### config.mk
export PLATFORM = sky130hd
export DESIGN_NAME = conv_window_scheduler_flat
export DESIGN_NICKNAME = d
export VERILOG_FILES = /design/src/rtl/conv_window_scheduler_pkg.sv /design/src/rtl/conv_window_scheduler_if.sv /design/src/rtl/conv_window_scheduler_raster_counter.sv /design/src/rtl/conv_window_scheduler.sv /design/src/flat_wrapper.sv
export SDC_FILE = /design/constraint.sdc
export NUM_CORES = 1
export LEC_CHECK = 0
export CORE_UTILIZATION = 55
export CTS_CLUSTER_SIZE = 16
export DETAILED_ROUTE_END_ITERATION = 7
export GPL_TIMING_DRIVEN = 0
export MAX_ROUTING_LAYER = met4
export PLACE_DENSITY_LB_ADDON = 0.3
export REMOVE_ABC_BUFFERS = 1
export SLEW_MARGIN = 5
export SYNTH_ARGS = -nofsm -noshare
export SYNTH_HDL_FRONTEND = slang
export SYNTH_HIERARCHICAL = 1
export SYNTH_SLANG_ARGS = --single-unit
### constraint.sdc
create_clock -name clk -period 2.67 [get_ports clk]
set_input_delay 0.4005 -clock clk [delete_from_list [all_inputs] [get_ports clk]]
set_output_delay 0.4005 -clock clk [all_outputs]
set_load 0.005 [all_outputs]
### src/rtl/conv_window_scheduler_pkg.sv
// Shared types and defaults for the 3x3 convolution window scheduler.
// Provides the scheduler state encoding, default geometry constants and
// a helper that gives the number of complete windows in one frame.
package conv_sched_pkg;

  typedef enum logic [1:0] {
    IDLE  = 2'd0,
    RUN   = 2'd1,
    FLUSH = 2'd2,
    DONE  = 2'd3
  } sched_state_e;

  localparam int DEF_IMG_W   = 160;
  localparam int DEF_IMG_H   = 120;
  localparam int DEF_ADDR_W  = 16;
  localparam int DEF_COORD_W = 9;

  // Valid 3x3 windows (no padding): the border ring never becomes a centre.
  function automatic int windows_per_frame(input int img_w, input int img_h);
    return (img_w - 2) * (img_h - 2);
  endfunction

endpackage

### src/rtl/conv_window_scheduler_if.sv
// Pixel-stream and window-stream handshake bundle for the scheduler.
// master: the scheduler side; slave: the upstream/convolution-engine side.
interface conv_window_scheduler_if #(
  parameter int ADDR_W  = 16,
  parameter int COORD_W = 9
) ();

  logic               pix_valid;
  logic               pix_ready;
  logic               lb_shift;
  logic [ADDR_W-1:0]  pix_addr;
  logic               win_valid;
  logic               win_ready;
  logic [COORD_W-1:0] win_row;
  logic [COORD_W-1:0] win_col;

  modport master (
    input  pix_valid,
    input  win_ready,
    output pix_ready,
    output lb_shift,
    output pix_addr,
    output win_valid,
    output win_row,
    output win_col
  );

  modport slave (
    output pix_valid,
    output win_ready,
    input  pix_ready,
    input  lb_shift,
    input  pix_addr,
    input  win_valid,
    input  win_row,
    input  win_col
  );

endinterface

### src/rtl/conv_window_scheduler_raster_counter.sv
// Raster position tracker: row/column and linear address of the next pixel.
// Advances once per accepted pixel, wraps the column at IMG_W, and returns
// to the origin after the last pixel so the address never needs a multiplier.
module raster_counter #(
  parameter int IMG_W   = 160,
  parameter int IMG_H   = 120,
  parameter int ADDR_W  = 16,
  parameter int COORD_W = 9
) (
  input  logic               clk,
  input  logic               reset,
  input  logic               clear_i,
  input  logic               advance_i,
  output logic [COORD_W-1:0] row_o,
  output logic [COORD_W-1:0] col_o,
  output logic [ADDR_W-1:0]  addr_o,
  output logic               last_o
);

  localparam logic [COORD_W-1:0] LAST_COL = COORD_W'(IMG_W - 1);
  localparam logic [COORD_W-1:0] LAST_ROW = COORD_W'(IMG_H - 1);

  logic [COORD_W-1:0] row_q, row_d;
  logic [COORD_W-1:0] col_q, col_d;
  logic [ADDR_W-1:0]  addr_q, addr_d;
  logic               last;

  assign last   = (row_q == LAST_ROW) && (col_q == LAST_COL);
  assign last_o = last;
  assign row_o  = row_q;
  assign col_o  = col_q;
  assign addr_o = addr_q;

  // Next position: clear wins, otherwise step in raster order on advance.
  always_comb begin
    row_d  = row_q;
    col_d  = col_q;
    addr_d = addr_q;
    if (clear_i) begin
      row_d  = '0;
      col_d  = '0;
      addr_d = '0;
    end else if (advance_i) begin
      if (last) begin
        row_d  = '0;
        col_d  = '0;
        addr_d = '0;
      end else if (col_q == LAST_COL) begin
        col_d  = '0;
        row_d  = row_q + COORD_W'(1);
        addr_d = addr_q + ADDR_W'(1);
      end else begin
        col_d  = col_q + COORD_W'(1);
        addr_d = addr_q + ADDR_W'(1);
      end
    end
  end

  // Position registers.
  always_ff @(posedge clk or negedge reset) begin
    if (!reset) begin
      row_q  <= '0;
      col_q  <= '0;
      addr_q <= '0;
    end else begin
      row_q  <= row_d;
      col_q  <= col_d;
      addr_q <= addr_d;
    end
  end

endmodule

### src/rtl/conv_window_scheduler.sv
// 3x3 convolution window scheduler for one image frame.
// Accepts raster pixels, drives line-buffer shift/address, presents each
// complete window under valid/ready and pulses done once the last window
// has been consumed.
// Optional build macro CONV_SCHED_STALL_CNT_EN adds the stall_cnt output
// (RUN cycles with a pixel offered but not accepted, saturating).
module conv_window_scheduler
  import conv_sched_pkg::*;
#(
  parameter int IMG_W   = DEF_IMG_W,
  parameter int IMG_H   = DEF_IMG_H,
  parameter int ADDR_W  = DEF_ADDR_W,
  parameter int COORD_W = DEF_COORD_W
) (
  input  logic                    clk,
  input  logic                    reset,
  input  logic                    start,
  output logic                    busy,
  output logic                    done,
`ifdef CONV_SCHED_STALL_CNT_EN
  output logic [31:0]             stall_cnt,
`endif
  conv_window_scheduler_if.master bus
);

  sched_state_e       state_q;
  logic               busy_q;
  logic               done_q;
  logic               win_valid_q;
  logic [COORD_W-1:0] win_row_q;
  logic [COORD_W-1:0] win_col_q;

  logic               pix_ready;
  logic               accept;
  logic               win_set;
  logic               win_take;
  logic               frame_start;
  logic [COORD_W-1:0] row;
  logic [COORD_W-1:0] col;
  logic [ADDR_W-1:0]  addr;
  logic               last_pix;

  assign frame_start = (state_q == IDLE) && start;
  // A new pixel may enter only when the window slot is empty or being freed,
  // so a finished window is never overwritten before it is consumed.
  assign pix_ready   = (state_q == RUN) && (!win_valid_q || bus.win_ready);
  assign accept      = bus.pix_valid && pix_ready;
  assign win_take    = win_valid_q && bus.win_ready;
  assign win_set     = accept && (row >= COORD_W'(2)) && (col >= COORD_W'(2));

  raster_counter #(
    .IMG_W   (IMG_W),
    .IMG_H   (IMG_H),
    .ADDR_W  (ADDR_W),
    .COORD_W (COORD_W)
  ) u_raster (
    .clk       (clk),
    .reset     (reset),
    .clear_i   (frame_start),
    .advance_i (accept),
    .row_o     (row),
    .col_o     (col),
    .addr_o    (addr),
    .last_o    (last_pix)
  );

  assign bus.pix_ready = pix_ready;
  assign bus.lb_shift  = accept;
  assign bus.pix_addr  = addr;
  assign bus.win_valid = win_valid_q;
  assign bus.win_row   = win_row_q;
  assign bus.win_col   = win_col_q;
  assign busy          = busy_q;
  assign done          = done_q;

  // Frame sequencing with registered busy/done.
  always_ff @(posedge clk or negedge reset) begin
    if (!reset) begin
      state_q <= IDLE;
      busy_q  <= 1'b0;
      done_q  <= 1'b0;
    end else begin
      case (state_q)
        IDLE: begin
          if (start) begin
            state_q <= RUN;
            busy_q  <= 1'b1;
          end
        end
        RUN: begin
          if (accept && last_pix) begin
            state_q <= FLUSH;
          end
        end
        FLUSH: begin
          // Leave as soon as the final window is gone or being consumed now;
          // no new window can appear in FLUSH.
          if (!win_valid_q || bus.win_ready) begin
            state_q <= DONE;
            done_q  <= 1'b1;
          end
        end
        DONE: begin
          state_q <= IDLE;
          done_q  <= 1'b0;
          busy_q  <= 1'b0;
        end
        default: begin
          state_q <= IDLE;
          busy_q  <= 1'b0;
          done_q  <= 1'b0;
        end
      endcase
    end
  end

  // Window slot: a newly completed window takes priority over consumption.
  always_ff @(posedge clk or negedge reset) begin
    if (!reset) begin
      win_valid_q <= 1'b0;
      win_row_q   <= '0;
      win_col_q   <= '0;
    end else if (win_set) begin
      win_valid_q <= 1'b1;
      win_row_q   <= row - COORD_W'(1);
      win_col_q   <= col - COORD_W'(1);
    end else if (win_take) begin
      win_valid_q <= 1'b0;
    end
  end

`ifdef CONV_SCHED_STALL_CNT_EN
  logic [31:0] stall_cnt_q;

  assign stall_cnt = stall_cnt_q;

  // Saturating count of RUN cycles where upstream offered a pixel in vain.
  always_ff @(posedge clk or negedge reset) begin
    if (!reset) begin
      stall_cnt_q <= '0;
    end else if (frame_start) begin
      stall_cnt_q <= '0;
    end else if ((state_q == RUN) && bus.pix_valid && !pix_ready &&
                 (stall_cnt_q != 32'hFFFF_FFFF)) begin
      stall_cnt_q <= stall_cnt_q + 32'd1;
    end
  end
`endif

endmodule

### src/flat_wrapper.sv
// flat-port wrapper written by rule: the top's interface ports become plain ports
module conv_window_scheduler_flat import conv_sched_pkg::*;
#(
  parameter int IMG_W   = DEF_IMG_W,
  parameter int IMG_H   = DEF_IMG_H,
  parameter int ADDR_W  = DEF_ADDR_W,
  parameter int COORD_W = DEF_COORD_W
)
  (clk, reset, start, busy, done, bus_pix_valid, bus_win_ready, bus_pix_ready, bus_lb_shift, bus_pix_addr, bus_win_valid, bus_win_row, bus_win_col);
  conv_window_scheduler_if #(.ADDR_W(ADDR_W), .COORD_W(COORD_W)) bus_i ();
  input  logic clk;
  input  logic reset;
  input  logic start;
  output logic busy;
  output logic done;
  input wire logic [$bits(bus_i.pix_valid)-1:0] bus_pix_valid;
  input wire logic [$bits(bus_i.win_ready)-1:0] bus_win_ready;
  output wire logic [$bits(bus_i.pix_ready)-1:0] bus_pix_ready;
  output wire logic [$bits(bus_i.lb_shift)-1:0] bus_lb_shift;
  output wire logic [$bits(bus_i.pix_addr)-1:0] bus_pix_addr;
  output wire logic [$bits(bus_i.win_valid)-1:0] bus_win_valid;
  output wire logic [$bits(bus_i.win_row)-1:0] bus_win_row;
  output wire logic [$bits(bus_i.win_col)-1:0] bus_win_col;
  assign bus_i.pix_valid = bus_pix_valid;
  assign bus_i.win_ready = bus_win_ready;
  assign bus_pix_ready = bus_i.pix_ready;
  assign bus_lb_shift = bus_i.lb_shift;
  assign bus_pix_addr = bus_i.pix_addr;
  assign bus_win_valid = bus_i.win_valid;
  assign bus_win_row = bus_i.win_row;
  assign bus_win_col = bus_i.win_col;
  conv_window_scheduler #(.IMG_W(IMG_W), .IMG_H(IMG_H), .ADDR_W(ADDR_W), .COORD_W(COORD_W)) u_core (.clk(clk), .reset(reset), .start(start), .busy(busy), .done(done), .bus(bus_i));
endmodule
* Word level (Yosys, flattened, before mapping) *
Cells that the tools add are included.

cells by class
  add/sub/neg operators = 5
  order comparisons = 2
  equal/unequal tests = 8
  mux-type cells = 21
  reductions and logical operators = 20

operator list
  cell                   count
  $mux 9                 8
  $mux 16                3
  $add 9x1->9 const B    2
  $ge 9x2->1 const B     2
  $sub 9x1->9 const B    2
  $add 16x1->16 const B  1
  $eq 9x7->1 const B     1
  $eq 9x8->1 const B     1
  $logic_and 1x1->1      8
  $pmux 2 s4             1
  $reduce_bool 2->1      4
  $mux 2                 3
  $reduce_and 2->1       3
  $eq 2x2->1 const B     2
  $mux 1                 4
  $ne 2x2->1 const B     2
  $pmux 1 s2             2
  $reduce_and 3->1       1
  $reduce_bool 3->1      1
  $eq 2x1->1 const B     1
  $logic_not 2->1        1
  $ne 2x1->1 const B     1
  $logic_not 1->1        1
  $logic_or 1x1->1       1

storage, ports and cells
  bits in registers = 57
  bits of input ports = 5

* Longest topological paths before layout *
Gate-level depths: netlist (run 1).

  word-level depth = 7
  mapped depth = 9
  mapped depth without buffers = 7

* By module *
Netlist (run 1), hierarchy kept.

modules (own cells, without submodules)
  module                 instances  cells an instance  area an instance (um^2)  sequential area each (um^2)
  raster_counter         1          204                1874.3                   850.8
  conv_window_scheduler  1          116                1343.8                   575.6

* Worst setup path after synthesis (run 1) *
Ideal clock, no wire load.

  path type = flip-flop to flip-flop
  from = reg u_core.state_q[1]
  to = reg u_core.u_raster.row_q[7] (netlist: u_core/u_raster/row_o[7])
  setup time = 78 ps
  arrival = 2168 ps
  required time = 2592 ps
  path slack = 424 ps
  cell stages (with the launch flop) = 9
  buffers on the path = 1
  period minus slack after synthesis = 2246 ps
  path through = dfrtp_1 inv_1 ha_1 and3_1 nand4_1 or3_1 buf_2 or4b_1 a21oi_1

between the ends
  longest elaborated chain between the ends = 5
  elaborated cells on any way between the ends = 9
  classes of those cells = eq/ne (1); mux (1); reduce/logical (7)

RTL lines
  what                         line                                        text
  start, declared              conv_window_scheduler.sv:26                 sched_state_e state_q;
  start signal, assigned       conv_window_scheduler.sv:79                 state_q <= IDLE;
  start signal, assigned       conv_window_scheduler.sv:86                 state_q <= RUN;
  start signal, assigned       conv_window_scheduler.sv:92                 state_q <= FLUSH;
  $eq 2x1->1                   conv_window_scheduler.sv:46                 assign pix_ready = (state_q == RUN) && (!win_valid_q || bus.win_ready);
  $logic_and 1x1->1            conv_window_scheduler.sv:46
  $logic_and 1x1->1            conv_window_scheduler.sv:47                 assign accept = bus.pix_valid && pix_ready;
  named net bus_lb_shift       flat_wrapper.sv:19                          output wire logic [$bits(bus_i.lb_shift)-1:0] bus_lb_shift;
  $reduce_bool 2->1 (no line)  -
  $reduce_and 2->1 (no line)   -
  end signal, assigned         conv_window_scheduler_raster_counter.sv:66  row_q <= row_d;
  end, declared                conv_window_scheduler_raster_counter.sv:23  logic [COORD_W-1:0] row_q, row_d;

The timed path passes the listed nets, and every way through them passes these cells.
A chain may end at the register's enable or synchronous reset.

* Worst setup path after layout (run 1) *
  from = in bus_win_ready
  to = reg u_core.u_raster.row_q[7] (netlist: u_core/u_raster/row_o[7])

between the ends
  longest elaborated chain between the ends = 5

RTL lines
  what                         line                         text
  start, declared              flat_wrapper.sv:17           input wire logic [$bits(bus_i.win_ready)-1:0] bus_win_ready;
  $logic_or 1x1->1             conv_window_scheduler.sv:46
  $logic_and 1x1->1            conv_window_scheduler.sv:46
  $logic_and 1x1->1            conv_window_scheduler.sv:47
  $reduce_bool 2->1 (no line)  -
  $reduce_and 2->1 (no line)   -

Every way passes these cells.

==> run_results.csv, run 1 <==
group,metric,value,unit
layout,instances_no_fill,444,
sta,worstMarginPinSlew,1.08,ns
floorplan,core_area,0.00557,sq mm
layout,final_nets,384,
global_routing,grt_max_degree,35,
layout,multi_input_area,0.00169,sq mm
synth,synth-seq-cells,57,
clock_network,cts_sinks,57,
floorplan,die-area,0.00616,sq mm
place,dp_cells,427,
floorplan,die_y,78.5,um
setup_path,cp_max_fo,16,
synth,yosysSeqAreaShare,44.3,%
synth,ys_types,48,
power,cellPowerDensity,757,mW/mm^2
place,io_buffers,43,
sta,setup_viol,0,
setup_path,cp-end-kind,"flop",
routing,drt-total-wl,6.99,mm
global_routing,gr-usage-all-layers,25.6,%
routing,drt_iter0_markers,171,
clock_network,clk_pin_slew,0.06,ns
sta,finalCriticalPeriod,2.54,ns
clock_network,root_buffer,"clkbuf_8",
floorplan,fp.dieW,78.5,um
clock_network,cts.path.max_buffers,2,
synth,avgSynthCellArea,10.1,sq um
layout,final_util,70.8,%
global_routing,grt_pass1_vias,2543,
setup_path,worst_path_max_delay_cell,"or4b_1",
sta,hold_viol_final,0,
setup_path,path_class,"input pin to flop",
synth,synth-async-reset-ratio,100,%
place,dp_hpwl,4.80,mm
layout,areaGrowthSynthToFinish,22.7,%
setup_path,r2r-start,"u_core/state_q[1]",
floorplan,std_cell_rows,27,
power,ir_worst_vdd,591,uV
setup_path,critPathMaxStageDelay,0.51,ns
synth,synthFlopType,"dfrtp_1",
global_routing,grt_pass1_wl,11.6,mm
synth,yosys_warnings,6,
layout,register_area,0.00143,sq mm
routing,routed_via_density,5.89,
global_routing,overflow,0,
sta,fmax,0.394,GHz
routing,ant_nets,0,
routing,drc,0,
sta,rsz0062_at_grt,"false",
layout,drive_above_1_share,14.2,%
clock_network,numCtsBuffers,9,
outcome,status,"finished clean",
sta,post-route-period-util,95.2,%
setup_path,crit_start,"bus_win_ready",
clock_network,cts_max_level,3,
clock_network,insertion_delay,0.34,ns
sta,skew,0.00566,ns
layout,diodes,0,
power,power.leakage,1.70,nW
setup_path,critPathRequiredTime,2.93,ns
routing,num_vias,2613,
setup_path,crit_chain,"clkdlybuf4s50_1 > nand2b_2 > and3_2 > nand4_1 > or3_4 > or4b_1 > a21oi_1",
setup_path,timing.critical_path.buf_inv,1,
floorplan,start_util,57.7,%
setup_path,cp_top_family,"simple AND/OR/NAND/NOR gates",
setup_path,cp.arrival,2.80,ns
job,cap_violations,0,
global_routing,antenna_found_initial,0,
synth,synthCells,320,
hold_path,worstHoldPathType,"input pin to asynchronous set/reset pin",
sta,slew_headroom,27.8,%
clock_network,cts_tree,"done",
routing,wl_per_cell,15.8,um
layout,num-fill-cells,430,
floorplan,ios,44,
setup_path,startpoint_type,"input pin",
sta,slew_viol_final,0,
synth,syn-cell-area,0.00322,sq mm
clock_network,ctsHoldBuffers,0,
place,gp_congestion,0.898,
routing,first_pass_iters,4,
synth,synth_edf_count,0,
-- worst register-to-register path, delay by kind of cell, from the launching register on --
family	cells	cell delay, ns
compound gates	1	0.13
fa+ha+maj	1	0.18
buf+inv	1	0.09
flops	1	0.41
simple gates	4	1.64
-- where the power goes --
| part | internal, mW | switching, mW |
|---|---|---|
| logic | 0.493 | 0.372 |
| clock network | 0.526 | 0.336 |
| registers | 1.03 | 0.237 |
| total | 2.05 | 0.944 |
-- synth_stat cells, types with 3 or more instances --
cell,count,area share (%)
nand2b_1,4,0.78
clkbuf_1,5,0.58
a31oi_1,3,0.58
and3_1,6,1.2
nor3_1,10,1.6
or3_1,5,0.97
or2_2,5,0.97
inv_1,17,2.0
o21ai_0,13,2.0
and2_1,3,0.58
nand2_1,21,2.4
nand4_1,10,1.9
mux2_4,7,3.3
ha_1,11,4.3
a21oi_1,12,1.9
nand3_1,15,2.3
nor4b_1,3,0.82
mux2_2,10,3.5
xor2_1,14,3.8
mux2i_1,4,1.2
nor2_1,28,3.3
dfrtp_1,57,44
xnor2_1,15,4.1
nor4_1,7,1.4
-- kinds of logic (layout without fill, tap and decap cells) --
| group | Yosys count | count (layout) | share of synthesized area [%] |
|---|---|---|---|
| flops | 57 | 57 | 44.3 |
| compound gates | 40 | 40 | 7.46 |
| simple gates | 136 | 136 | 24.2 |
| fa+ha+maj | 11 | 11 | 4.28 |
| buf+inv | 26 | 78 | 3.85 |
| xor+xnor | 29 | 29 | 7.89 |
| mux | 21 | 21 | 8.01 |
-- final cells by class --
| type | count | area share [%] |
|---|---|---|
| clock buffer | 13 | 4.53 |
| clock inverter | 2 | 0.887 |
| inverter | 17 | 1.62 |
| multi-input combinational | 237 | 42.7 |
| sequential | 57 | 36.1 |
| tap | 72 | 2.28 |
| timing repair buffer | 46 | 11.9 |
-- registers in the layout, indices dropped and copies added (netlist names), 2 cells and up --
| register | flops |
|---|---|
| u_core/bus.win_row | 9 |
| u_core/state_q | 2 |
| u_core/u_raster/addr_o | 16 |
| u_core/u_raster/row_o | 9 |
| u_core/bus.win_col | 9 |
| u_core/u_raster/col_o | 9 |
-- repair_timing --
item / in CTS / in global routing
resized for setup: 5 / 1
setup buffers: 0 / 2
hold endpoints to repair: 0 / 0
endpoints found under the setup margin: 21 / 3
pin swaps: 0 / 1
-- routing by layer --
metal / GRT usage [%] / vias up / share of wire (%)
li1: - / 1242 / -
met1: 30.5 / 1277 / 44
met2: 41.1 / 80 / 49
met3: 4.53 / 14 / 4.8
met4: 14.1 / 0 / 2.0
met5: - / - / 0
-- metrics by stage --
step | area [sq um] | hold slack [ns] | total power [mW] | setup TNS, ns | worst slack, ns
floorplan | 3160 | 0.105 | 1.70 | 0 | 0.0228
finish | 3950 | 0.155 | 2.99 | 0 | 0.129
detailed placement | 3700 | 0.497 | 2.13 | -21.43 | -1.15
global placement | 3680 | 0.490 | 2.08 | -53.11 | -1.08
global route | 3950 | 0.224 | 3.15 | 0 | 0.0203
CTS | 3930 | 0.173 | 3.01 | 0 | 0.0444
-- layout by cell type, fill, tap and decap left out, drive strengths merged, types with 14 or more instances in the layout --
cell           instances
nand2                 21
inv                   17
dfrtp                 57
mux2                  17
xnor2                 15
clkdlybuf4s50         42
nor2                  28
nand3                 15
xor2                  14
-- path summary, 6_finish.rpt --
path	to	slack [ns]	cells past startpoint
max in group asynchronous	u_core/u_raster/row_o[6]	1.92	2
min in group clk	u_core/bus.win_row[7]	0.51	1
min	u_core/bus.win_row[0]	0.16	1
min reg2reg	u_core/bus.win_row[7]	0.51	1
max	u_core/u_raster/row_o[7]	0.13	7
max reg2reg	u_core/u_raster/row_o[7]	0.15	7
Power figures use the tool's default switching activity.
==> run 2, diff against run 1 <==
- TNS_END_PERCENT: unset -> 20
==> results of run 2 <==
Final layout, timing and power as in run 1 (identical DEF).
